[src/rtl/serial_tx.sv]
// Asynchronous serial transmitter: start bit, WIDTH data bits LSB first, optional even parity, stop bit.
// Define SERIAL_TX_PARITY_EN to build the PARITY state and even-parity bit.
module serial_tx #(
    parameter int DIV   = 4,
    parameter int WIDTH = 8
) (
    input  logic             clk,
    input  logic             rst,
    input  logic [WIDTH-1:0] data,
    input  logic             valid,
    output logic             ready,
    output logic             txd,
    output logic             busy,
    output logic [2:0]       dbg_state
);

    // Handshake: a word is taken on a rising edge where valid=1 and ready=1;
    // ready is high only in IDLE, so valid/data are ignored for the whole frame.
    typedef enum logic [2:0] {
        IDLE   = 3'd0,
        START  = 3'd1,
        DATA   = 3'd2,
        STOP   = 3'd3
`ifdef SERIAL_TX_PARITY_EN
        , PARITY = 3'd4
`endif
    } state_t;

    localparam logic [15:0] RELOAD = 16'(DIV - 1);
    localparam logic [3:0]  LAST   = 4'(WIDTH - 1);

    state_t           state, state_n;
    logic [15:0]      cnt, cnt_n;
    logic [3:0]       idx, idx_n;
    logic [WIDTH-1:0] sh, sh_n;
    logic             txd_q, txd_n;
`ifdef SERIAL_TX_PARITY_EN
    logic             par, par_n;
`endif

    always_ff @(posedge clk or posedge rst) begin
        if (rst) begin
            state <= IDLE;
            cnt   <= '0;
            idx   <= '0;
            sh    <= '0;
            txd_q <= 1'b1;
`ifdef SERIAL_TX_PARITY_EN
            par   <= 1'b0;
`endif
        end else begin
            state <= state_n;
            cnt   <= cnt_n;
            idx   <= idx_n;
            sh    <= sh_n;
            txd_q <= txd_n;
`ifdef SERIAL_TX_PARITY_EN
            par   <= par_n;
`endif
        end
    end

    // Every transition computes the line level for the next bit, so txd is a plain flop.
    always_comb begin
        state_n = state;
        cnt_n   = cnt;
        idx_n   = idx;
        sh_n    = sh;
        txd_n   = txd_q;
`ifdef SERIAL_TX_PARITY_EN
        par_n   = par;
`endif
        case (state)
            IDLE: begin
                if (valid) begin
                    state_n = START;
                    cnt_n   = RELOAD;
                    idx_n   = '0;
                    sh_n    = data;
                    txd_n   = 1'b0;
`ifdef SERIAL_TX_PARITY_EN
                    par_n   = ^data;
`endif
                end
            end
            START: begin
                if (cnt == 16'd0) begin
                    state_n = DATA;
                    cnt_n   = RELOAD;
                    txd_n   = sh[0];
                end else begin
                    cnt_n = cnt - 16'd1;
                end
            end
            DATA: begin
                if (cnt != 16'd0) begin
                    cnt_n = cnt - 16'd1;
                end else begin
                    cnt_n = RELOAD;
                    if (idx == LAST) begin
`ifdef SERIAL_TX_PARITY_EN
                        state_n = PARITY;
                        txd_n   = par;
`else
                        state_n = STOP;
                        txd_n   = 1'b1;
`endif
                    end else begin
                        idx_n = idx + 4'd1;
                        sh_n  = sh >> 1;
                        txd_n = sh[1];
                    end
                end
            end
`ifdef SERIAL_TX_PARITY_EN
            PARITY: begin
                if (cnt == 16'd0) begin
                    state_n = STOP;
                    cnt_n   = RELOAD;
                    txd_n   = 1'b1;
                end else begin
                    cnt_n = cnt - 16'd1;
                end
            end
`endif
            STOP: begin
                if (cnt == 16'd0) begin
                    state_n = IDLE;
                    cnt_n   = '0;
                    idx_n   = '0;
                    txd_n   = 1'b1;
                end else begin
                    cnt_n = cnt - 16'd1;
                end
            end
            default: begin
                state_n = IDLE;
                cnt_n   = '0;
                idx_n   = '0;
                txd_n   = 1'b1;
            end
        endcase
    end

    assign ready     = (state == IDLE);
    assign busy      = ~ready;
    assign txd       = txd_q;
    assign dbg_state = state;

endmodule

[config.mk]
export PLATFORM = sky130hd
export DESIGN_NAME = serial_tx
export DESIGN_NICKNAME = d
export VERILOG_FILES = /design/src/rtl/serial_tx.sv
export SDC_FILE = /design/constraint.sdc
export NUM_CORES = 1
export LEC_CHECK = 0
export ABC_AREA = 1
export BUFFER_PORTS_ARGS = -buffer_cell sky130_fd_sc_hd__buf_4
export CAP_MARGIN = 40
export CORE_MARGIN = 5
export CORE_UTILIZATION = 60
export CTS_CLUSTER_DIAMETER = 50
export DETAILED_ROUTE_END_ITERATION = 10
export PLACE_DENSITY = 0.78
export SYNTH_ARGS = -nofsm -noshare
export SYNTH_HDL_FRONTEND = slang
export SYNTH_SLANG_ARGS = --single-unit
[constraint.sdc]
create_clock -name clk -period 3.2 [get_ports clk]
set_clock_uncertainty 0.1 [all_clocks]
set_input_delay 0.32 -clock clk [delete_from_list [all_inputs] [get_ports clk]]
set_output_delay 0.32 -clock clk [all_outputs]
set_load 0.05 [all_outputs]
==> impl_metrics.yaml <==
status:
  status: "completed"
min_path:
  min_to: "sh[7]$_DFFE_PP0P_"
  min_from: "data[7]"
  min_path_type: "in2reg"
  min_path_cells: 3
power:
  powerDensity_nw_per_um2: 1140
  leakagePower_nw: 1.07
  peakVddDrop_v: 0.000667
setup_path:
  crit_arrival_ns: 2.18
  crit_buf_inv: 3
  required_ns: 3.34
  ff2ff_path_depth: 10
  r2r_end: "sh[5]$_DFFE_PP0P_"
  crit_chain: "inv_1 > ha_1 > inv_2 > nor2_4 > inv_2 > nand2_1 > a21oi_2 > nand2_4 > nand2_1 > o21ai_2"
  timing.rr.start: "dbg_state[0]$_DFFE_PP0P_"
  path_class: "reg2reg"
  cp-start-kind: "flop"
  setup.worst_path.end_class: "flop"
  crit_family: "simple AND/OR/NAND/NOR gates"
  cpPeakStageDelay_ns: 0.42
  cp.depth: 10
  cpMaxStageDelayCell: "dfrtp_1"
  reg2reg_slack_ns: 1.16
  cp_max_fo: 15
global_routing:
  antenna_found_initial: 0
  first_global_vias: 1465
  grtUsageTotal_pct: 19.1
  grt_remaining_overflow: 0
  grt_pass1_wl_um: 6310
  grt_max_degree: 32
floorplan:
  die_w_um: 66.2
  num_rows: 20
  initial_core_util_pct: 62.5
  pin_count: 17
  design.core.area_um2: 3030
  fp.dieH_um: 66.2
  fp.dieArea_um2: 4380
logic_synthesis:
  yosysTopAreaCellShare_pct: 39.7
  synth_top_area_cell: "dfrtp_1"
  avgSynthCellArea_um2: 8.08
  synth_area_leaders: "dfrtp_1 (40%), nand2_1 (13%), nor2_1 (6.0%)"
  ys.warnings.count: 0
  yosysSeqAreaShare_pct: 41.1
  synth_cells: 234
  synth-seq-cells: 31
  netlist_area_um2: 1890
  syn_nets: 252
  synth_cell_types: 33
cts:
  clockBufferDepth: 2
  numCtsBuffers: 5
  cts.clk_slew.worst_paths_ns: 0.10
  cts-root-buf: "clkbuf_4"
  cts_tree: "built"
  cts.sinks: 31
  insertion_delay_ns: 0.34
  cts.htree.levels: 2
  post-cts-setup-buffers: 0
  ctsResizeCount: 0
sta:
  fmax_mhz: 490
  rsz0062_at_grt: "false"
  finalHoldViolCount: 0
  finalSetupViolations: 0
  timing.setup.tns_ns: 0
  slew_violations: 0
  fin_crit_ns: 2.04
  fin_crit_sh_pct: 63.7
cells_and_area:
  final_nets: 273
  layout.cells.non_filler: 300
  drive_gt1_share_pct: 20.7
  mostFrequentLayoutCell: "nand2_1"
  areaGrowthSynthToFinish_pct: 11.2
  layout_common_cells: "nand2_1 (65), nor2_1 (30), dfrtp_1 (30)"
  insertedDiodeCount: 0
flow_run:
  maxCapViolations: 0
detailed_routing:
  routedWlPerCell_um: 11.6
  ant_nets: 0
  routed_via_density: 4.89
  drc: 0
  first_iter_violations: 76
  drtPass1Iterations: 4
  vias: 1468
  totalWireLength_um: 3490
placed_design:
  dp.cells: 291
  gp_congestion: 0.831
  portBuffers: 15
  post-dp-hpwl_um: 2560
==> cell families after synthesis <==
family                     count (synthesis)  share of synthesized area [%]
xor gates and xnor gates                   8                           3.70
DFF                                       31                           41.1
and+or+nand+nor                          132                           32.9
adders and majority gates                  7                           4.63
buffers and inverters                     27                           6.22
muxes                                      6                           3.17
other                                      1                          0.198
AOI/OAI and AO/OA                         22                           8.14
==> state kept, by name (all words and copies together), names as in the netlist <==
signal	flops
sh	8
idx	4
dbg_state	2
cnt	16
txd	1
==> through the flow <==
stage	instance area [um^2]	util [%]	power, mW	worst slack (ns)	hold slack [ns]
2_1_floorplan	1890	-	1.91	0.671	0.323
3_3_place_gp	2040	67.5	2.15	1.22	0.331
3_5_place_dp	2040	67.5	2.18	1.16	0.329
4_1_cts	2100	69.5	2.41	1.14	0.100
5_1_grt	2100	69.5	2.64	0.966	0.111
6_report	2100	69.5	2.39	1.16	0.118
==> synth_stat cells <==
library cell / instances
o21bai_1: 3
nand4_1: 4
nor4_1: 1
buf_4: 2
nand2_2: 4
nand3_4: 1
nand2_4: 3
a21oi_2: 1
o21ai_1: 4
a21oi_1: 1
o21ai_2: 8
dfrtp_1: 30
ha_1: 7
nor3_1: 3
nand2_1: 65
mux2i_1: 6
inv_1: 20
inv_2: 3
nor3b_1: 1
conb_1: 1
dfstp_2: 1
nand3b_1: 1
nor2_2: 5
o21ai_0: 4
a21boi_0: 1
xor2_1: 7
buf_2: 1
xnor2_1: 1
nand3_1: 9
nor2_1: 30
or2_0: 1
buf_6: 1
nor2_4: 4
==> tightest hold or removal path, stage by stage <==
cell and delay [ns]:
buf_4 0.07, nand3_1 0.07, nand2_1 0.06
==> repair_timing <==
item                       in CTS  in global routing
hold endpoints to repair       30                  0
hold buffers                    1                  0
setup endpoints to repair       0                  0
==> where the power goes <==
group          total, mW  switching, mW  leakage, nW  internal, mW
logic               1.48          0.973        0.637         0.507
registers          0.686          0.128        0.403         0.558
clock network      0.225          0.140       0.0293        0.0855
==> worst max path at each step <==
| stage | startpoint | to |
|---|---|---|
| after detailed placement | dbg_state[0]$_DFFE_PP0P_ | sh[5]$_DFFE_PP0P_ |
| after CTS | dbg_state[0]$_DFFE_PP0P_ | sh[5]$_DFFE_PP0P_ |
| after global placement | dbg_state[0]$_DFFE_PP0P_ | sh[6]$_DFFE_PP0P_ |
| after floorplan | dbg_state[0]$_DFFE_PP0P_ | sh[0]$_DFFE_PP0P_ |
| final | dbg_state[0]$_DFFE_PP0P_ | sh[5]$_DFFE_PP0P_ |
| after global routing | dbg_state[0]$_DFFE_PP0P_ | sh[2]$_DFFE_PP0P_ |
==> layout make-up <==
cell class,instances,area (um^2)
clock inverters,1,5.00
fillers,262,925
clock buffers,7,45.0
flip-flops and latches,31,777
inverters,23,86.3
multi-input cells,176,997
repair buffers,18,138
well taps,44,55.1
==> routing by layer <==
layer / part of all wire, % / track usage (%)
met5: 0 / 0
met4: 2.6 / 10.7
met3: 3.0 / 4.42
met2: 48 / 32.1
met1: 47 / 22.2
Note: power is estimated with default switching activity, not from simulation.
